[config.mk]
export PLATFORM = sky130hd
export DESIGN_NAME = decoder_scan_ctrl
export DESIGN_NICKNAME = d
export VERILOG_FILES = /design/src/rtl/decoder_scan_pkg.sv /design/src/rtl/scan_dwell_timer.sv /design/src/rtl/decoder_scan_ctrl.sv
export SDC_FILE = /design/constraint.sdc
export NUM_CORES = 1
export LEC_CHECK = 0
export CORE_MARGIN = 4
export CORE_UTILIZATION = 40
export CTS_BUF_LIST = sky130_fd_sc_hd__clkbuf_8
export DETAILED_ROUTE_END_ITERATION = 7
export GPL_ROUTABILITY_DRIVEN = 0
export PLACE_DENSITY_LB_ADDON = 0.25
export SKIP_CTS_REPAIR_TIMING = 1
export SLEW_MARGIN = 10
export SYNTH_ARGS = -nofsm -noshare
export SYNTH_HDL_FRONTEND = slang
export SYNTH_SLANG_ARGS = --single-unit
[constraint.sdc]
create_clock -name clk -period 1.6 [get_ports clk]
set_input_delay 0.24 -clock clk [delete_from_list [all_inputs] [get_ports clk]]
set_output_delay 0.24 -clock clk [all_outputs]
set_load 0.02 [all_outputs]
[src/rtl/decoder_scan_pkg.sv]
// Shared types and helpers for the decoder scan controller.
package decoder_scan_pkg;

  localparam int unsigned SEL_W = 4;

  typedef enum logic [1:0] {
    S_IDLE  = 2'd0,
    S_DWELL = 2'd1,
    S_BLANK = 2'd2
  } state_t;

  // Bits needed to hold values 0..value-1 (minimum 0).
  function automatic int unsigned clog2(input int unsigned value);
    int unsigned w;
    w = 0;
    for (int unsigned i = 0; i < 32; i++) begin
      if ((32'd1 << i) < value) w = i + 1;
    end
    return w;
  endfunction

endpackage

[src/rtl/scan_dwell_timer.sv]
// Dwell counter: clears, freezes, and flags the last cycle of a timed dwell.
module scan_dwell_timer
  import decoder_scan_pkg::*;
#(
  parameter int unsigned DWELL_CYCLES = 4
) (
  input  logic clk,
  input  logic rst,
  input  logic i_clear,
  input  logic i_freeze,
  output logic o_tc_c
);

  localparam int unsigned CNT_W = clog2(DWELL_CYCLES + 1);
  localparam logic [CNT_W-1:0] LAST_CNT = CNT_W'(DWELL_CYCLES - 1);

  logic [CNT_W-1:0] r_count;

  always_ff @(posedge clk or posedge rst) begin
    if (rst) begin
      r_count <= '0;
    end else if (i_clear) begin
      r_count <= '0;
    end else if (!i_freeze) begin
      r_count <= (r_count == LAST_CNT) ? '0 : r_count + 1'b1;
    end
  end

  assign o_tc_c = (r_count == LAST_CNT);

endmodule

[src/rtl/decoder_scan_ctrl.sv]
// Sweeps the 4-to-16 decoder select with break-before-make enable.
// Optional SCAN_DIR_EN adds a dir input for downward sweeps.
module decoder_scan_ctrl
  import decoder_scan_pkg::*;
#(
  parameter int unsigned DWELL_CYCLES = 4,
  parameter int unsigned LAST_INDEX   = 15
) (
  input  logic             clk,
  input  logic             rst,
  input  logic             start,
  input  logic             stop,
  input  logic             oneshot,
  input  logic             step_mode,
  input  logic             step,
`ifdef SCAN_DIR_EN
  input  logic             dir,
`endif
  output logic [SEL_W-1:0] sel,
  output logic             en,
  output logic             busy,
  output logic             wrap,
  output logic             done
);

  localparam logic [SEL_W-1:0] LAST_SEL = SEL_W'(LAST_INDEX);

  state_t           r_state;
  logic [SEL_W-1:0] r_sel;
  logic             r_en;
  logic             r_busy;
  logic             r_wrap;
  logic             r_done;
  logic             r_oneshot;
  logic             r_down;

  logic             w_dir_start;
  logic             w_tc;
  logic             w_dwell_end;
  logic             w_at_end;
  logic [SEL_W-1:0] w_first_sel;
  logic [SEL_W-1:0] w_next_sel;

`ifdef SCAN_DIR_EN
  assign w_dir_start = dir;
`else
  assign w_dir_start = 1'b0;
`endif

  // Counter only runs inside DWELL; leaving DWELL always restarts it.
  scan_dwell_timer #(
    .DWELL_CYCLES(DWELL_CYCLES)
  ) u_timer (
    .clk     (clk),
    .rst     (rst),
    .i_clear (r_state != S_DWELL),
    .i_freeze(step_mode),
    .o_tc_c  (w_tc)
  );

  assign w_dwell_end = step_mode ? step : w_tc;
  assign w_first_sel = w_dir_start ? LAST_SEL : '0;
  assign w_at_end    = (r_sel == (r_down ? '0 : LAST_SEL));
  assign w_next_sel  = w_at_end ? (r_down ? LAST_SEL : '0)
                                : (r_down ? r_sel - 1'b1 : r_sel + 1'b1);

  always_ff @(posedge clk or posedge rst) begin
    if (rst) begin
      r_state   <= S_IDLE;
      r_sel     <= '0;
      r_en      <= 1'b0;
      r_busy    <= 1'b0;
      r_wrap    <= 1'b0;
      r_done    <= 1'b0;
      r_oneshot <= 1'b0;
      r_down    <= 1'b0;
    end else begin
      r_wrap <= 1'b0;
      r_done <= 1'b0;
      case (r_state)
        S_IDLE: begin
          if (start && !stop) begin
            r_state   <= S_DWELL;
            r_sel     <= w_first_sel;
            r_en      <= 1'b1;
            r_busy    <= 1'b1;
            r_oneshot <= oneshot;
            r_down    <= w_dir_start;
          end
        end
        S_DWELL: begin
          if (stop) begin
            r_state <= S_IDLE;
            r_en    <= 1'b0;
            r_busy  <= 1'b0;
          end else if (w_dwell_end) begin
            r_state <= S_BLANK;
            r_en    <= 1'b0;
            r_wrap  <= w_at_end;
          end
        end
        S_BLANK: begin
          if (stop) begin
            r_state <= S_IDLE;
            r_busy  <= 1'b0;
          end else if (w_at_end && r_oneshot) begin
            r_state <= S_IDLE;
            r_busy  <= 1'b0;
            r_done  <= 1'b1;
          end else begin
            r_state <= S_DWELL;
            r_en    <= 1'b1;
            r_sel   <= w_next_sel;
          end
        end
        default: begin
          r_state <= S_IDLE;
          r_en    <= 1'b0;
          r_busy  <= 1'b0;
        end
      endcase
    end
  end

  assign sel  = r_sel;
  assign en   = r_en;
  assign busy = r_busy;
  assign wrap = r_wrap;
  assign done = r_done;

endmodule

# ---- After elaboration in Yosys (flattened, before gate mapping)
# Index checks and enable logic that the tools add are counted.
dict set report word_totals {
  ff_bits 14
  inputBits 7
  out_inout_bits 8
  wordCells 63
}
dict set report op_classes {
  n_reduce_logical 10
  n_addsub 2
  n_eq_ne 12
  muxes 31
}
# cell n
set op_table {}
lappend op_table {{$mux 1} 17}
lappend op_table {{$mux 4} 4}
lappend op_table {{$mux 3} 3}
lappend op_table {{$ne 2x2->1 const B} 4}
lappend op_table {{$pmux 4 s2} 1}
lappend op_table {{$reduce_and 4->1} 2}
lappend op_table {{$mux 2} 3}
lappend op_table {{$ne 3x3->1 const B} 2}
lappend op_table {{$pmux 1 s3} 2}
lappend op_table {{$pmux 2 s3} 1}
lappend op_table {{$add 4x1->4 const B} 1}
lappend op_table {{$eq 4x4->1 const B} 1}
lappend op_table {{$ne 2x1->1 const B} 2}
lappend op_table {{$reduce_and 2->1} 2}
lappend op_table {{$add 3x1->3 const B} 1}
lappend op_table {{$eq 3x2->1 const B} 1}
lappend op_table {{$reduce_and 3->1} 1}
lappend op_table {{$eq 2x1->1 const B} 1}
lappend op_table {{$eq 2x2->1 const B} 1}
lappend op_table {{$logic_and 1x1->1} 2}
lappend op_table {{$logic_not 2->1} 1}
lappend op_table {{$reduce_bool 2->1} 1}
lappend op_table {{$logic_not 1->1} 1}

# ---- Logic depth before layout (Yosys ltp)
# Gate-level depths: netlist of run 1.
dict set report depth {
  word_depth 5
  depth_mapped 5
  mapped_depth_nobuf 5
}

# ---- By module
# Synthesis of run 1 repeated with hierarchy kept, for this count alone.
dict set report unflattened {
  hier_cells 72
  area_unflattened_um2 745.7
}
# module seq_area_each_um2 area_each_um2 cells_per_inst instances
set by_module_without_submodules {}
lappend by_module_without_submodules {decoder_scan_ctrl 275.3 594.3 59 1}
lappend by_module_without_submodules {scan_dwell_timer 75.1 151.4 13 1}

# ---- Least setup slack after synthesis of run 1
# Ideal clock, no wire load.
dict set report synth_timing {
  path_type {reg2reg}
  startpoint {register r_sel[0] (netlist: sel[0])}
  endpoint {register r_sel[3] (netlist: sel[3])}
  synth_period_minus_slack_ns 1.611
  arrival_time_ns 1.490
  setup_ns 0.122
  slack_ns -0.011
  stages_incl_launch_ff 6
  t_required_ns 1.478
  path_buffers 0
  path_cell_list {dfrtp_1 -> ha_1 -> nand4_2 -> mux2i_1 -> or3_4 -> a32o_1}
}
dict set report synth_via {
  elab_chain_cells 5
  elab_cells_between_ends 9
  classes_between {add/sub: 1; eq/ne: 2; mux: 4; reduce/logical: 2}
}
# item line_no
set synth_rtl {}
lappend synth_rtl {{from (decl)} decoder_scan_ctrl.sv:29} ;# logic [SEL_W-1:0] r_sel;
lappend synth_rtl {{from (signal assigned)} decoder_scan_ctrl.sv:84} ;# r_sel <= w_first_sel;
lappend synth_rtl {{from (signal assigned)} decoder_scan_ctrl.sv:113} ;# r_sel <= w_next_sel;
lappend synth_rtl {{$add 4x1->4 / $eq 4x4->1 (equally long branches)} {decoder_scan_ctrl.sv:65, decoder_scan_ctrl.sv:63}}
lappend synth_rtl {{$mux 4} decoder_scan_ctrl.sv:64} ;# assign w_next_sel = w_at_end ? (r_down ? LAST_SEL : '0)
lappend synth_rtl {{$mux 4} decoder_scan_ctrl.sv:106} ;# end else if (w_at_end && r_oneshot) begin
lappend synth_rtl {{$mux 4} decoder_scan_ctrl.sv:103} ;# if (stop) begin
lappend synth_rtl {{$pmux 4 s2} decoder_scan_ctrl.sv:80} ;# case (r_state)
# Several ways; a longest one is shown, not always the timed one. The select of a mux whose other input is x is not followed.
# A chain may end at the register's enable or synchronous reset.

# ---- Final worst setup path of run 1
dict set report layout_timing {
  startpoint {register r_sel[1] (netlist: sel[1])}
  endpoint {output port sel[1]}
}
# item line_no
set layout_lines {}
lappend layout_lines {{to (decl)} decoder_scan_ctrl.sv:19} ;# output logic [SEL_W-1:0] sel,
# No word-level cell between the ends.

==> results.md, run 1 <==
- Status: completed
- PortBufs: 14
- Drt total wl: approximately 1500 um
- Adder-Cell Fraction of Synth Area: 0.0366
- Skew-Pair Late Insertion Delay: approximately 250 ps
- Synth Area in Simple Gates: 0.220
- Final setup violating endpoints: 0
- H-tree Lvls: 1
- Slowest cell delay on critical path: ~630 ps
- CP cell instances: clkdlybuf4s50_1
- Syn_area_per_cell: roughly 10 um^2
- Worst Setup SP: sel[1]
- Wl on met1: 727 um
- Leakage power: 0.000483 uW
- HP Class: input port to async pin
- Fin. Hold Viols: 0
- Routed wl met3: 106 um
- Antenna diode count: 0
- Worst-path fanout max: 4
- Sequential area share after synthesis: 0.513
- Critical Path AT: ~1300 ps
- CTS Sinks: 14
- Worst Slack Setup Final: 59.5 ps
- Cell Rows: 14
- Top Metal Used: met4
- R2R Path Start: sel[1]
- Post-Syn Nets: 79
- Drt first pass iters: 4
- Synth async-reset ratio: 1.00
- Most common cell after layout, fill and taps aside: dfrtp_1
- Most frequent cells in the layout: 14 x dfrtp_1, 11 x clkdlybuf4s50_1, 9 x nor2_1
- Critical Path RT: roughly 1400 ps
- Routed WL per cell: 14.1 um
- Final period utilization: 0.963
- R2R setup slack: 90 ps
- CTS tree: done
- Largest family of logic cells by synthesized area: simple AND/OR/NAND/NOR gates
- First-pass GRT wire length: about 2700 um
- Layout cell share with drive strength beyond 1: 0.152
- Via density: around 5.4
- Synth-to-layout area growth: 39.2%
- Clock skew: around 1.8 ps
- DRC marker count from the first detailed-route iteration: 15
- Gr usage total: 0.148
- Top_reg_cell synth: dfrtp_1
- Critical path endpoint: sel[1]
- Clk buf depth: 2
- Dpl ws: 50.8 ps
- #FFs+latches synth: 14
- Fillers: 137
- Largest net degree at the start of global routing: 15
- Peak supply drop: between 700 and 800 uV
- Clock transition at the registers of the reported paths: 60 ps
- Clock Tree Root: clkbuf_8
- Startpoint types: flip-flop
- Max-Cap Viols: 0
- Post-route DRC: 0
- Compound-Gate Fraction of Synth Area: 0.119
- Critical path's slowest cell: clkdlybuf4s50_1
- Netlist cell types: 23
- Routed Antenna Nets: 0
- Cells after Synth: 70
- Initial Utilization: 0.438
- Max transition margin: 0.640
- RSZ-0062 raised after global routing: false
- Slew @ Worst Pin: about 540 ps
- Cell Pwr Density: about 920 nW/um^2
- Core Region: 1560 um^2
- Largest delay contributor family on the critical path: buffers and inverters
- Grt total ovfl: 0
- Tot Pwr: 878 uW
- Io pins: 15
- Detailed Place HPWL: about 1100 um
- Max Fclk: 649 MHz
- Setup crit end kind: primary output
- Yosys warns: 0
- Cell area after synthesis: 683 um^2
- Met2 wire length: 654 um
- Die span in y: 49.3 um
- Number of flops mapped to enable cells by yosys: 0
- Final Util: 0.610
- Register-to-Register Path Depth: 5
- Mux share of post-synthesis cell area: 0.0604
- Vias in the first global route: 581
- Antenna violations before repair: 0
- Nets: 102
- CTS Buf Count: 3
- Die span in x: 49.3 um
- CP Buf/Inv Count: 1
- Die ar.: 2430 um^2
- Worst R2R End: sel[3]
- WP depth: 1
- Critical path type: flip-flop to primary output
- XOR/XNOR Fraction of Synth Area: 0
- Final Max Tran Viols: 0
- DR vias: between 500 and 600
- Tmin final: 1540 ps
-- cell type report --
type                    instances  area, um^2  area share
flip-flops and latches         14         350       0.368
multi-input cells              48         310       0.326
repair buffers                 20         193       0.203
clock buffers                   4        55.1      0.0579
inverters                       6        22.5      0.0237
well taps                      16        20.0      0.0211
-- cell families after synthesis --
group	Yosys count
AND/OR/NAND/NOR	29
flip-flops	14
buffers and inverters	8
multiplexers	4
adder cells (fa/ha/maj)	2
AO/OA/AOI/OAI	13
-- per-stage QoR --
step           setup TNS [ps]  hold WS (ps)  instances  instance area (um^2)
4_1_cts                 -22.0           347        108                   933
2_1_floorplan               0           129         70                   686
6_report                    0           328        108                   951
3_3_place_gp                0           514        104                   878
5_1_grt                     0           384        108                   951
3_5_place_dp                0           509        104                   878
-- worst min path at each step --
stage	depth (start not counted)	to
after floorplan	1	busy
after global placement	2	u_timer.r_count[2]
after detailed placement	2	u_timer.r_count[2]
after CTS	2	sel[3]
after global routing	2	sel[3]
final	2	r_state[0]
-- power breakdown --
part,switching (uW),internal (uW),total (uW)
sequential,19.0,376,395
combinational,64.8,66.6,131
clock,134,218,352
-- worst reg2reg max path, delay by kind of cell, from the launching register on --
kind,cells,cell delay (ps)
simple gates,2,460
flops,1,430
compound gates,1,220
fa+ha+maj,1,200
mux,1,100
-- cell usage after synthesis, drive strengths merged (2+ instances only) --
cell type	instances	area, um^2
dfrtp	14	350
nor2	9	33.8
inv	6	22.5
nand3	6	30.0
a21oi	5	25.0
nand2	4	15.0
o21ai	4	20.0
mux2i	3	30.0
nor3	3	15.0
a32o	2	20.0
ha	2	25.0
-- registers in the layout (all words and copies together), names as in the netlist --
signal / flops
u_timer.r_count: 3
r_state: 2
r_oneshot: 1
busy: 1
wrap: 1
en: 1
sel: 4
done: 1
-- layer usage --
metal / global-route usage / vias to the layer above
li1: - / 288
met1: 0.192 / 276
met2: 0.210 / 19
met3: 0.0612 / 4
met4: 0.0711 / 0
met5: 0 / -
Power figures use the tool's default switching activity.
==> run 2, diff against run 1 <==
--- a/config.mk
+++ b/config.mk
@@ -5,9 +5,11 @@
 export SDC_FILE = /design/constraint.sdc
 export NUM_CORES = 1
 export LEC_CHECK = 0
+export ABC_AREA = 1
 export CORE_MARGIN = 4
 export CORE_UTILIZATION = 40
 export CTS_BUF_LIST = sky130_fd_sc_hd__clkbuf_8
+export CTS_CLUSTER_DIAMETER = 100
 export DETAILED_ROUTE_END_ITERATION = 7
 export GPL_ROUTABILITY_DRIVEN = 0
 export PLACE_DENSITY_LB_ADDON = 0.25
==> results.md, run 2 <==
- Status: completed
- Post-route cell area: 951 um^2
- Initial Utilization: 0.426
- Post-route DRC: 0
- Cell Pwr Density: 884 nW/um^2
- Synth top area cells: dfrtp_1 48%, nand2_1 14%, inv_1 4.6%, ha_1 3.4%, nand3_1 3.4%
- WP depth: 1
- Core Region: 1730 um^2
- Leakage power: roughly 0.00049 uW
- PortBufs: 14
- Cells after Synth: 88
- DP Area: approximately 910 um^2
- Top Usage Layer GRT: met1
- Die ar.: 2590 um^2
- Peak supply drop: 572 uV
- Setup crit end kind: primary output
- Routed Antenna Nets: 0
- Max reg flops: 4
- Cell with the most instances after synthesis: nand2_1
- Grt total ovfl: 0
- Max-Cap Viols: 0
- Met2 GRT Util: 0.180
- First-pass GRT wire length: ~2500 um
- Drt first pass iters: 4
- CP cell instances: clkdlybuf4s50_1
- CP Buf/Inv Count: 1
- Final setup violating endpoints: 0
- Detailed Place HPWL: around 1000 um
- Antenna diode count: 0
- Final period utilization: 0.954
- Layout cell share with drive strength beyond 1: 0.162
- Critical Path AT: 1290 ps
- Fin. Hold Viols: 0
- Tmin final: 1530 ps
- HP Class: input port to async pin
- R2R Path Start: sel[0]
- Startpoint types: flip-flop
- Top_reg_cell synth: dfrtp_1
- Via density: approximately 4.5
- Met1 Use GR: 0.183
- Critical Path RT: between 1000 and 1500 ps
- Max transition margin: 0.658
- DRC marker count from the first detailed-route iteration: 10
- Netlist cell types: 19
- Critical path type: flip-flop to primary output
- Critical path endpoint: sel[0]
- RSZ-0062 raised after global routing: false
- Met3 GRT Util: 0.0466
- Register-to-Register Path Depth: 9
- Largest net degree at the start of global routing: 15
- Io pins: 15
- Synth-to-layout area growth: 29.3%
- Slowest cell delay on critical path: 630 ps
- Largest delay contributor family on the critical path: buffers and inverters
- Number of flops mapped to enable cells by yosys: 0
- Most frequent cells in the layout: 28 x nand2_1, 14 x dfrtp_1, 13 x clkdlybuf4s50_1
- CTS tree: done
- Post-Syn Nets: 97
- Nets: roughly 120
- R2R setup slack: 310 ps
- Cell Rows: 15
- Die span in x: 50.9 um
- Drt total wl: 1350 um
- Clock Tree Root: clkbuf_8
- Worst-path fanout max: 5
- Syn_area_per_cell: 8.36 um^2
- Critical path's slowest cell: clkdlybuf4s50_1
- Max Fclk: 655 MHz
- Synth async-reset ratio: 1.00
- Clock skew: between 0.7 and 0.8 ps
- Antenna violations before repair: 0
- Clk buf depth: 2
- Vias in the first global route: around 570
- Die span in y: 50.9 um
- CTS Buf Count: 3
- Worst R2R End: sel[1]
- H-tree Lvls: 1
- Clock transition at the registers of the reported paths: 60 ps
- Sequential area share after synthesis: 0.476
- Cell area after synthesis: 736 um^2
- Final Max Tran Viols: 0
- Worst Setup SP: sel[0]
- Most common cell after layout, fill and taps aside: nand2_1
- Gr usage total: 0.132
- CTS Sinks: 14
- Synth cell count leaders: 28 x nand2_1, 14 x dfrtp_1, 9 x inv_1, 6 x nor2_1
- Synth area leader: dfrtp_1
- Slew @ Worst Pin: between 500 and 600 ps
- Skew-Pair Late Insertion Delay: between 200 and 250 ps
- #FFs+latches synth: 14
- Routed WL per cell: just over 10 um
- DR vias: 589
- Yosys top cell area share: 0.476
- Final TNS setup: 0 ps
- Yosys warns: 0
-- run 2: changes by cell type after synthesis, sizes merged, moves of 3 or more --
cell	before	now
a21oi	5	2
inv	6	15
mux2i	3	0
nand2	4	31
-- run 2: logic make-up (layout without fill, tap and decap cells) --
kind of cell    Yosys count  count (layout)  synth area share
compound gates            7               7            0.0578
fa+ha+maj                 2               2            0.0340
buf+inv                  15              32            0.0799
flops                    14              14             0.476
simple gates             50              50             0.352
-- run 2: worst reg2reg max path, cell delays in order, from the launching register on --
cell	delay, ps
dfrtp_1	420
ha_1	240
nand2_2	90
nor2_4	50
nand2_4	70
nand3_4	70
nand2_4	100
inv_4	50
nand2_1	50
nand2_1	50
-- run 2: per-layer routing --
| metal | wire length, um | vias up |
|---|---|---|
| li1 | - | 308 |
| met1 | 683 | 263 |
| met2 | 557 | 13 |
| met3 | 70 | 5 |
| met4 | 36 | 0 |
| met5 | 0 | - |
-- run 2: worst min-delay path by stage --
stage | start | endpoint
3_5_place_dp | busy | busy
5_1_grt | rst | sel[3]
6_report | rst | sel[3]
4_1_cts | rst | sel[3]
3_3_place_gp | busy | busy
2_1_floorplan | rst | busy
-- run 2: cell type report --
| cell class | count | area (um^2) |
|---|---|---|
| well taps | 25 | 31.3 |
| repair buffers | 14 | 143 |
| multi-input cells | 59 | 327 |
| flip-flops and latches | 14 | 350 |
| inverters | 15 | 58.8 |
| fillers | 168 | 776 |
| clock buffers | 3 | 41.3 |
-- run 2: power by group --
group | total, uW | switching [uW] | internal [uW] | leakage, uW
sequential | 404 | 23.4 | 381 | 0.000189
combinational | 149 | 83.9 | 65.4 | 0.000284
clock | 287 | 121 | 167 | 0.0000216
-- run 2: stage by stage --
step	cells	utilization	setup slack [ps]	hold WS, ps	total power, uW
floorplan	88	-	260	129	497
detailed placement	127	0.525	172	477	561
CTS	130	0.549	49.6	350	851
finish	130	0.551	74.2	329	841
global route	130	0.551	18.3	388	888
global placement	127	0.525	160	473	559
==> run 3, diff against run 2 <==
--- a/config.mk
+++ b/config.mk
@@ -13,7 +13,6 @@
 export DETAILED_ROUTE_END_ITERATION = 7
 export GPL_ROUTABILITY_DRIVEN = 0
 export PLACE_DENSITY_LB_ADDON = 0.25
-export SKIP_CTS_REPAIR_TIMING = 1
 export SLEW_MARGIN = 10
 export SYNTH_ARGS = -nofsm -noshare
 export SYNTH_HDL_FRONTEND = slang
==> results of run 3 <==
No change in the layout: final DEF, timing and power equal those of run 2.
